==> config.mk <==
export PLATFORM = sky130hd
export DESIGN_NAME = cim_timestep_scheduler
export DESIGN_NICKNAME = d
export VERILOG_FILES = /design/src/rtl/cim_timestep_scheduler.sv
export SDC_FILE = /design/constraint.sdc
export NUM_CORES = 1
export LEC_CHECK = 0
export BUFFER_PORTS_ARGS = -buffer_cell sky130_fd_sc_hd__buf_2
export CORE_AREA = 5 5 89 91
export DETAILED_ROUTE_END_ITERATION = 12
export DIE_AREA = 0 0 94 96
export PLACE_DENSITY = 0.79
export RECOVER_POWER = 25
export SLEW_MARGIN = 25
export SYNTH_ARGS = -nofsm -noshare
export SYNTH_HDL_FRONTEND = slang
export SYNTH_SLANG_ARGS = --single-unit
==> constraint.sdc <==
create_clock -name clk -period 2.8 [get_ports clk]
set_clock_uncertainty 0.1 [all_clocks]
set_input_delay 0.56 -clock clk [delete_from_list [all_inputs] [get_ports clk]]
set_output_delay 0.56 -clock clk [all_outputs]
set_load 0.005 [all_outputs]
==> src/rtl/cim_timestep_scheduler.sv <==
// Timestep sequencer for a compute-in-memory neuron array: runs spike drain,
// accumulator swap and per-neuron current readout for a programmed number of steps.

module cim_timestep_scheduler #(
    parameter int TAGBITS  = 4,
    parameter int NUMWIDTH = 16
) (
    input  logic                clk,
    input  logic                reset,

    input  logic                i_start,
    input  logic [15:0]         i_num_steps,

    input  logic                i_cfg_valid,
    output logic                o_cfg_ready,
    input  logic [TAGBITS-1:0]  i_cfg_src,
    input  logic [TAGBITS-1:0]  i_cfg_dst,
    input  logic [7:0]          i_cfg_weight,

    output logic                o_cim_ld_en,
    output logic [TAGBITS-1:0]  o_cim_eff_tag,
    output logic [TAGBITS-1:0]  o_cim_aff_tag,
    output logic [7:0]          o_cim_ld_weight,

    input  logic                i_cim_busy,
    input  logic                i_cim_fifo_empty,
    output logic                o_cim_swap,

    output logic                o_cim_read_en,
    output logic [TAGBITS-1:0]  o_cim_i_tag,
    input  logic [NUMWIDTH:0]   i_cim_i_out,

    output logic                o_step_start,
    input  logic                i_spk_done,

    output logic                o_cur_valid,
    input  logic                i_cur_ready,
    output logic [TAGBITS-1:0]  o_cur_tag,
    output logic [NUMWIDTH:0]   o_cur_value,

    output logic [15:0]         o_step_count,
    output logic                o_done,
    output logic [3:0]          o_phase
);

    // state      | meaning
    // IDLE       | waiting for start; weight programming allowed
    // STEP       | one-cycle step_start pulse to spike producer
    // DRAIN      | wait for producer done, spike FIFO empty and CIM idle
    // SWAP       | one-cycle swap request to CIM
    // SWAP_WAIT  | wait for CIM to finish the swap
    // RD_ISSUE   | read request for neuron k
    // RD_WAIT    | CIM read latency
    // RD_CAP     | capture readout into cur_tag / cur_value
    // RD_PRESENT | hold current until the neuron engine accepts it
    // FINISH     | one-cycle done pulse
    typedef enum logic [3:0] {
        S_IDLE       = 4'd0,
        S_STEP       = 4'd1,
        S_DRAIN      = 4'd2,
        S_SWAP       = 4'd3,
        S_SWAP_WAIT  = 4'd4,
        S_RD_ISSUE   = 4'd5,
        S_RD_WAIT    = 4'd6,
        S_RD_CAP     = 4'd7,
        S_RD_PRESENT = 4'd8,
        S_FINISH     = 4'd9
    } state_t;

    localparam logic [TAGBITS-1:0] LAST_TAG = '1;

    state_t               r_state;
    logic [15:0]          r_num_steps;
    logic [15:0]          r_step_count;
    logic [TAGBITS-1:0]   r_k;
    logic                 r_spk_flag;
    logic [TAGBITS-1:0]   r_cur_tag;
    logic [NUMWIDTH:0]    r_cur_value;
    logic [TAGBITS-1:0]   r_cim_i_tag;

    state_t               w_state_nxt;
    logic [15:0]          w_num_steps_nxt;
    logic [15:0]          w_step_count_nxt;
    logic [15:0]          w_step_count_inc;
    logic [TAGBITS-1:0]   w_k_nxt;
    logic                 w_spk_flag_nxt;
    logic [TAGBITS-1:0]   w_cur_tag_nxt;
    logic [NUMWIDTH:0]    w_cur_value_nxt;
    logic [TAGBITS-1:0]   w_cim_i_tag_nxt;

    logic                 w_step_start;
    logic                 w_swap;
    logic                 w_read_en;
    logic                 w_cur_valid;
    logic                 w_done;
    logic                 w_cfg_ready;

    always_ff @(posedge clk) begin
        if (reset) begin
            r_state      <= S_IDLE;
            r_num_steps  <= '0;
            r_step_count <= '0;
            r_k          <= '0;
            r_spk_flag   <= 1'b0;
            r_cur_tag    <= '0;
            r_cur_value  <= '0;
            r_cim_i_tag  <= '0;
        end else begin
            r_state      <= w_state_nxt;
            r_num_steps  <= w_num_steps_nxt;
            r_step_count <= w_step_count_nxt;
            r_k          <= w_k_nxt;
            r_spk_flag   <= w_spk_flag_nxt;
            r_cur_tag    <= w_cur_tag_nxt;
            r_cur_value  <= w_cur_value_nxt;
            r_cim_i_tag  <= w_cim_i_tag_nxt;
        end
    end

    assign w_step_count_inc = r_step_count + 16'd1;

    always_comb begin
        w_state_nxt      = r_state;
        w_num_steps_nxt  = r_num_steps;
        w_step_count_nxt = r_step_count;
        w_k_nxt          = r_k;
        w_spk_flag_nxt   = r_spk_flag;
        w_cur_tag_nxt    = r_cur_tag;
        w_cur_value_nxt  = r_cur_value;
        w_cim_i_tag_nxt  = r_cim_i_tag;
        w_step_start     = 1'b0;
        w_swap           = 1'b0;
        w_read_en        = 1'b0;
        w_cur_valid      = 1'b0;
        w_done           = 1'b0;
        w_cfg_ready      = 1'b0;

        case (r_state)
            S_IDLE: begin
                w_cfg_ready = 1'b1;
                if (i_start) begin
                    w_num_steps_nxt  = i_num_steps;
                    w_step_count_nxt = '0;
                    w_k_nxt          = '0;
                    w_state_nxt      = (i_num_steps == 16'd0) ? S_FINISH : S_STEP;
                end
            end
            S_STEP: begin
                w_step_start   = 1'b1;
                // a producer that finishes within the start cycle must not be lost
                w_spk_flag_nxt = i_spk_done;
                w_state_nxt    = S_DRAIN;
            end
            S_DRAIN: begin
                w_spk_flag_nxt = r_spk_flag | i_spk_done;
                if (r_spk_flag && i_cim_fifo_empty && !i_cim_busy) begin
                    w_state_nxt = S_SWAP;
                end
            end
            S_SWAP: begin
                w_swap      = 1'b1;
                w_state_nxt = S_SWAP_WAIT;
            end
            S_SWAP_WAIT: begin
                if (!i_cim_busy) begin
                    w_k_nxt     = '0;
                    w_state_nxt = S_RD_ISSUE;
                end
            end
            S_RD_ISSUE: begin
                w_read_en       = 1'b1;
                w_cim_i_tag_nxt = r_k;
                w_state_nxt     = S_RD_WAIT;
            end
            S_RD_WAIT: begin
                w_state_nxt = S_RD_CAP;
            end
            S_RD_CAP: begin
                w_cur_value_nxt = i_cim_i_out;
                w_cur_tag_nxt   = r_k;
                w_state_nxt     = S_RD_PRESENT;
            end
            S_RD_PRESENT: begin
                w_cur_valid = 1'b1;
                if (i_cur_ready) begin
                    if (r_k != LAST_TAG) begin
                        w_k_nxt     = r_k + TAGBITS'(1);
                        w_state_nxt = S_RD_ISSUE;
                    end else begin
                        w_k_nxt          = '0;
                        w_step_count_nxt = w_step_count_inc;
                        w_state_nxt      = (w_step_count_inc == r_num_steps) ? S_FINISH : S_STEP;
                    end
                end
            end
            S_FINISH: begin
                w_done      = 1'b1;
                w_state_nxt = S_IDLE;
            end
            default: begin
                w_state_nxt = S_IDLE;
            end
        endcase
    end

    // strobes are masked while reset is held so an abandoned run emits nothing more
    assign o_step_start    = w_step_start & ~reset;
    assign o_cim_swap      = w_swap & ~reset;
    assign o_cim_read_en   = w_read_en & ~reset;
    assign o_done          = w_done & ~reset;
    assign o_cur_valid     = w_cur_valid & ~reset;

    assign o_cfg_ready     = w_cfg_ready;
    assign o_cim_ld_en     = i_cfg_valid & w_cfg_ready;
    assign o_cim_eff_tag   = i_cfg_src;
    assign o_cim_aff_tag   = i_cfg_dst;
    assign o_cim_ld_weight = i_cfg_weight;

    assign o_cim_i_tag     = w_read_en ? r_k : r_cim_i_tag;
    assign o_cur_tag       = r_cur_tag;
    assign o_cur_value     = r_cur_value;
    assign o_step_count    = r_step_count;
    assign o_phase         = r_state;

endmodule
==> results of run 1 <==
==> worst paths after layout <==
path | start | endpoint | slack (ps)
max | o_phase[2] | o_cur_valid | 190
min | i_cim_i_out[15] | o_cur_value[15] | 350
max reg2reg | o_phase[2] | o_step_count[13] | 350
min reg2reg | o_cur_value[16] | o_cur_value[16] | 360
==> layer usage <==
metal | part of all wire | wire length [µm] | up-vias
met5 | 0 | 0 | -
met4 | 0.025 | 224 | 0
met3 | 0.084 | 764 | 26
met1 | 0.43 | 3936 | 1590
met2 | 0.46 | 4215 | 141
li1 | - | - | 1700
==> cell usage after synthesis (all sizes together) (3+ instances only) <==
master / count
nand2: 92
a21oi: 66
dfxtp: 66
nor2: 31
buf: 23
clkbuf: 20
o21ai: 16
xnor2: 14
nand3: 12
nor4: 12
nor3: 10
and3: 8
xor2: 7
a211oi: 5
nand2b: 5
nor3b: 5
and2: 4
mux2: 4
nand4: 4
nor2b: 4
a21o: 3
a311oi: 3
a31oi: 3
or4: 3
==> registers in the layout (all words and copies together) (netlist names) <==
register	cells
r_num_steps	16
r_cim_i_tag	4
o_phase	4
o_cur_value	17
o_cur_tag	4
r_spk_flag	1
o_step_count	16
r_k	4
==> stage by stage <==
stage	total power, W	area [µm²]	cells	setup WS [ps]
final	0.002175	4089	626	187.0
after global routing	0.002277	4089	626	26.45
after CTS	0.002190	4091	626	161.3
after detailed placement	0.001373	3881	610	360.2
after global placement	0.001363	3881	610	404.2
after floorplan	0.001265	3430	449	578.0
==> power groups by stage <==
| stage | clock network (W) | logic, W | registers, W |
|---|---|---|---|
| floorplan | 0 | 0.000243 | 0.00102 |
| global placement | 0 | 0.000326 | 0.00104 |
| detailed placement | 0 | 0.000334 | 0.00104 |
| CTS | 0.000837 | 0.000336 | 0.00102 |
| global route | 0.000879 | 0.000373 | 0.00102 |
| finish | 0.000821 | 0.000335 | 0.00102 |
==> logic make-up (layout without fill, tap and decap cells) <==
family	after synthesis	count (layout)	synth area share
fa+ha+maj	2	2	0.007295
flops	66	66	0.3853
buf+inv	45	123	0.06932
xor+xnor	21	21	0.05363
simple gates	204	204	0.2919
mux	4	4	0.01313
compound gates	107	107	0.1795
==> worst register-to-register path, delay by kind of cell (launching register included) <==
family / cells / cell delay, ps
AND/OR/NAND/NOR: 3 / 1040
flip-flops: 1 / 440
AO/OA/AOI/OAI: 3 / 770
==> final cells by class <==
class / instances / area, µm²
clock inverter: 4 / 50.05
clock buffer: 12 / 155.1
timing repair buffer: 105 / 554.3
tap: 99 / 123.9
sequential: 66 / 1323
fill: 681 / 2970
inverter: 2 / 7.507
multi-input combinational: 338 / 1876
==> repair_timing <==
action                                  4_1_cts  5_1_grt
buffers inserted                              0        0
cloned                                        0        0
gates resized for setup                       1        1
hold buffers                                  0        0
endpoints found under the setup margin        4        4
==> metrics, run 1 <==
initial antenna violation count=0; switching pwr=0.0005966 W; global route hottest layer=met2; io pins=125; Internal Power=0.001578 W; critical path's largest stage delay=770 ps; router iterations before antenna repair=4; sequential area share after synthesis=0.3853; Worst-Margin Slew=626.2 ps; gr ovfl total=0; TritonCTS clock tree=done; Die Span Y=96 µm; final setup fails=0; Critical Path AT=1950 ps; Final Slew Violations=0; DPL Wire Length=6774 µm; Starting Density=0.4858; quantity of I/O buffers inserted on ports=92; routing usage on met1=0.2501; antenna viol nets, final=0; Yosys cell types=53; Worst Setup End Kind=primary output; Cell Area, Synth=3430 µm²; vias per std cell=5.522; CP top delay family=simple AND/OR/NAND/NOR gates; Antenna Cells=0; clock buffer depth=2; Setup CP Type=flip-flop to primary output; layout overhead on the synthesized area=19.23%; Starting DRT DRC Count=171; share of layout cells above drive strength 1=0.2467; Vias=3457; Clk pwr share=0.378; core area=7059 µm²; Buf/Inv on CP=1; Critical Path Stages=3; RSZ-0062 raised after global routing=no; Site Rows=31; CTS Sinks=66; hold slack=352.4 ps; vias in the first global route=3218; Worst Hold Class=input pin to flip-flop; leading area contributor after synthesis=dfxtp_1; final wirelength=9141 µm; Clk Latency, worst-skew pair=340 ps; status=complete, no violations; Layout Nets=581; DRC=0; MaxCap Viol Count=0; synth top area cells=dfxtp_1, nand2_1, a21oi_1; H-tree depth=3; Final Cycle Share=0.9332; setup TNS=0 ps; Fin. Hold Viols=0; Worst EP required=2140 ps; CP max FO=14; largest net degree at the start of global routing=40; Routability Congestion=0.9200; ys flop type=dfxtp_1; Die ar.=9024 µm²; syn_area_per_cell=7.638 µm²; Synth Net Count=508; ys async rst share=0; met2 usage=0.3353; Logic pwr share=0.154; synth warn=0; Max Fclk=382.7 MHz; Wirelength per Cell=14.60 µm; Yosys reg bits=66; reg2reg path depth=6; Die X-Extent=94 µm; switch share=0.2743; most frequent cells in the layout=nand2_1, buf_2, a21oi_1, dfxtp_1, nor2_1; Startpoint Class=flip-flop; Worst VDD drop=0.3001 mV; clk root buf=clkbuf_8; first-pass GRT wire length=14660 µm; min cycle time layout=2613 ps; commonest non-fill, non-tap cell in the layout=nand2_1; Hold Crit Depth=3; routing usage on met3=0.05160; relative slew slack=0.5787; all-layer global routing usage=0.2053; Yosys top cell area share=0.3853; static leakage=1.655 nW; register share of total power=0.468; Critical-path top delay cell=or4b_1; EDFF count, synth=0; CTS buffer count=9; Worst-path clk slew=70 ps; Power Dens Cells=531.9 nW/µm²; Post-Syn Instances=449; Core Util, Final=0.5792; worst path cell trace=or4b_1 -> nor2_1 -> buf_2
(Power assumes the default switching activity.)
==> run 2, diff against run 1 <==
--- a/config.mk
+++ b/config.mk
@@ -6,9 +6,9 @@
 export NUM_CORES = 1
 export LEC_CHECK = 0
 export BUFFER_PORTS_ARGS = -buffer_cell sky130_fd_sc_hd__buf_2
-export CORE_AREA = 5 5 89 91
+export CORE_AREA = 3 3 87 89
 export DETAILED_ROUTE_END_ITERATION = 12
-export DIE_AREA = 0 0 94 96
+export DIE_AREA = 0 0 90 92
 export PLACE_DENSITY = 0.79
 export RECOVER_POWER = 25
 export SLEW_MARGIN = 25
==> metrics, run 2 (same netlist as run 1, synthesis figures left out) <==
Final Cycle Share=0.9440; switch share=0.2901; Layout Nets=579; Die ar.=8280 µm²; Routability Congestion=0.8963; vias per std cell=5.496; Setup CP Type=flip-flop to primary output; Worst Hold Class=input pin to flip-flop; Starting DRT DRC Count=141; CP max FO=14; relative slew slack=0.4768; final setup fails=0; Fin. Hold Viols=0; CTS Sinks=66; core area=6832 µm²; Die X-Extent=90 µm; hold slack=348.0 ps; Clk pwr share=0.370; min cycle time layout=2643 ps; Worst-path clk slew=80 ps; Internal Power=0.001525 W; DP Worst Slack=317.6 ps; commonest non-fill, non-tap cell in the layout=nand2_1; Final Slew Violations=0; register share of total power=0.473; H-tree depth=3; all-layer global routing usage=0.2178; Max Fclk=378.3 MHz; static leakage=1.624 nW; Power Dens Cells=530.4 nW/µm²; Critical Path AT=1980 ps; initial antenna violation count=0; io pins=125; Vias=3413; status=complete, no violations; Antenna Cells=0; antenna viol nets, final=0; DRC=0; Worst EP required=2140 ps; MaxCap Viol Count=0; Power Total=0.002149 W; Wirelength per Cell=14.77 µm; TritonCTS clock tree=done; CTS buffer count=9; Post-CTS Setup Inserts=0; RSZ-0062 raised after global routing=no; quantity of I/O buffers inserted on ports=92; setup slack after layout=156.8 ps; Site Rows=30; clk root buf=clkbuf_8; layout overhead on the synthesized area=18.13%; max reg flops=17; vias in the first global route=3062; setup TNS=0 ps; Worst Setup End Kind=primary output; most frequent cells in the layout=nand2_1, buf_2, dfxtp_1, a21oi_1, nor2_1; gr ovfl total=0; Worst-Margin Slew=784.8 ps; final wirelength=9170 µm; first-pass GRT wire length=14780 µm; router iterations before antenna repair=4; share of layout cells above drive strength 1=0.2343; largest net degree at the start of global routing=52; Core Util, Final=0.5930; Die Span Y=92 µm; DPL Wire Length=6673 µm; clock buffer depth=2; Clk Latency, worst-skew pair=340 ps; Logic pwr share=0.157; switching pwr=0.0006234 W; Worst VDD drop=0.2562 mV; Starting Density=0.5020; Startpoint Class=flip-flop
[run 2: area by class of cell]
class,count,area [µm²]
flip-flops and latches,66,1321
inverters,2,7.507
clock buffers,9,123.9
multi-input cells,338,1876
repair buffers,103,533.0
clock inverters,7,70.07
well taps,96,120.1
fillers,671,2780
[run 2: layer usage]
layer  vias up  part of all wire  global-route usage
met5         -                 0                   0
met4         0            0.0096             0.07398
met3        12             0.071             0.05496
met2       130              0.47              0.3516
met1      1574              0.45              0.2842
li1       1697                 -                   -
[run 2: timing repair]
action / CTS / global route
resized for setup: 0 / 1
hold buffers: 0 / 0
setup endpoints to repair: 0 / 4
[run 2: worst paths after layout]
path / slack, ps / depth (start not counted) / endpoint / start
setup reg to reg: 300 / 6 / o_step_count[13] / o_phase[2]
setup / recovery: 160 / 3 / o_cur_valid / o_phase[2]
hold / removal: 350 / 3 / o_cur_value[0] / i_cim_i_out[0]
hold reg to reg: 360 / 2 / o_cur_value[5] / o_cur_value[5]
[run 2: power groups by stage]
stage,combinational [W],clock (W),sequential (W)
floorplan,0.000243,0,0.00102
global placement,0.000328,0,0.00104
detailed placement,0.000337,0,0.00104
CTS,0.000338,0.000817,0.00102
global route,0.000378,0.000855,0.00102
finish,0.000337,0.000795,0.00102
[run 2: critical path, stage by stage, from the launching register on]
cell,delay [ps]
dfxtp_1,460
or4b_1,790
nor2_1,240
buf_2,150
[run 2: metrics by stage]
| step | instances | instance area, µm² |
|---|---|---|
| finish | 621 | 4051 |
| global route | 621 | 4051 |
| CTS | 621 | 4056 |
| detailed placement | 605 | 3862 |
| global placement | 605 | 3862 |
| floorplan | 449 | 3430 |
==> run 3, diff against run 2 <==
--- a/config.mk
+++ b/config.mk
@@ -9,7 +9,7 @@
 export CORE_AREA = 3 3 87 89
 export DETAILED_ROUTE_END_ITERATION = 12
 export DIE_AREA = 0 0 90 92
-export PLACE_DENSITY = 0.79
+export PLACE_DENSITY = 0.9
 export RECOVER_POWER = 25
 export SLEW_MARGIN = 25
 export SYNTH_ARGS = -nofsm -noshare
==> metrics, run 3 (same netlist as run 1, synthesis figures left out) <==
MaxCap Viol Count=0; fill count=625; max reg flops=17; most frequent cells in the layout=nand2_1, buf_2, a21oi_1, dfxtp_1, nor2_1; Routability Congestion=0.9205; antenna viol nets, final=0; clock buffer depth=2; register share of total power=0.445; Clk Latency, worst-skew pair=360 ps; Post-CTS Setup Inserts=0; first-pass GRT wire length=15170 µm; largest net degree at the start of global routing=44; gr ovfl total=0; Worst-Margin Slew=526.4 ps; setup slack after layout=106.7 ps; Vias=3500; Critical Path AT=2030 ps; all-layer global routing usage=0.2229; core area=6832 µm²; Max Fclk=371.3 MHz; Starting DRT DRC Count=207; status=complete, no violations; Setup CP Type=flip-flop to primary output; Worst VDD drop=0.3014 mV; RSZ-0062 raised after global routing=no; switch share=0.2854; vias per std cell=5.618; vias in the first global route=3224; Layout Nets=581; TritonCTS clock tree=done; Power Dens Cells=555.2 nW/µm²; Die X-Extent=90 µm; min cycle time layout=2693 ps; final setup fails=0; Logic pwr share=0.150; Final Cell Area=4101 µm²; CTS buffer count=9; Fin. Hold Viols=0; commonest non-fill, non-tap cell in the layout=nand2_1; Worst-path clk slew=80 ps; area occupied by multi-input gates=1876 µm²; Internal Power=0.001627 W; Die ar.=8280 µm²; setup TNS=0 ps; layout overhead on the synthesized area=19.59%; static leakage=1.650 nW; Antenna Cells=0; register area=1323 µm²; relative slew slack=0.6458; H-tree depth=3; Worst Setup End Kind=primary output; Core Util, Final=0.6004; Final Slew Violations=0; CTS Sinks=66; Cell Area, Placed=3877 µm²; DP Worst Slack=321.4 ps; Non-Filler Instances=623; initial antenna violation count=0; clk root buf=clkbuf_8; CTS Hold Bufs=0; Clk pwr share=0.404; Starting Density=0.5020; DRC=0; share of layout cells above drive strength 1=0.2429; switching pwr=0.0006500 W; Final Cycle Share=0.9619; Die Span Y=92 µm; router iterations before antenna repair=4; Worst EP required=2140 ps; placed cell count=607; quantity of I/O buffers inserted on ports=92; Startpoint Class=flip-flop; DPL Wire Length=6754 µm; io pins=125; CP max FO=15; Site Rows=30; final wirelength=9251 µm; Wirelength per Cell=14.85 µm; Worst Hold Class=input pin to flip-flop
-- run 3: cell types whose count changed in the layout (fill, tap and decap cells not counted), sizes merged --
cell and delta:
bufinv +1, clkbuf -2, clkinv -4, buf +4
clkinvlp +1, inv +2
-- run 3: layout make-up --
cell class              count  area share
multi-input cells         338      0.4573
flip-flops and latches     66      0.3225
repair buffers            105      0.1342
clock buffers               9     0.03020
well taps                  96     0.02929
clock inverters             7     0.02471
inverters                   2    0.001830
-- run 3: worst max-delay path, stage by stage, from the launching register on --
cell and delay (ps):
dfxtp_1 630, nand2_1 200, nor3_2 320, mux2_2 400, buf_2 130
-- run 3: worst paths after layout --
kind                                      from              end  slack, ps  depth (start not counted)
worst max-delay path                o_phase[0]   o_cim_i_tag[3]        110                          4
worst min-delay path            i_cim_i_out[4]   o_cur_value[4]        330                          3
worst max register to register      o_phase[0]  o_step_count[4]        310                          5
worst min register to register  o_cur_value[0]   o_cur_value[0]        350                          2
-- run 3: timing repair --
item	in CTS	in global routing
pin swaps	0	0
gates resized for setup	1	1
endpoints found under the setup margin	4	4
-- run 3: power by group through the flow --
stage / combinational (W) / sequential, W / clock (W)
3_3_place_gp: 0.000329 / 0.00103 / 0
4_1_cts: 0.000341 / 0.00101 / 0.000925
6_report: 0.000342 / 0.00101 / 0.000921
3_5_place_dp: 0.000339 / 0.00104 / 0
2_1_floorplan: 0.000243 / 0.00102 / 0
5_1_grt: 0.000383 / 0.00102 / 0.000974
-- run 3: metrics by stage --
| step | total power, W | hold WS, ps |
|---|---|---|
| 2_1_floorplan | 0.001265 | 347.8 |
| 3_3_place_gp | 0.001361 | 340.3 |
| 3_5_place_dp | 0.001374 | 344.1 |
| 4_1_cts | 0.002279 | 330.9 |
| 5_1_grt | 0.002375 | 327.7 |
| 6_report | 0.002277 | 329.2 |
-- run 3: layer usage --
layer,GRT usage,part of all wire,up-vias
met2,0.3721,0.47,175
met1,0.2679,0.42,1589
met4,0.1033,0.025,0
li1,-,-,1700
met3,0.05906,0.083,36
met5,0,0,-
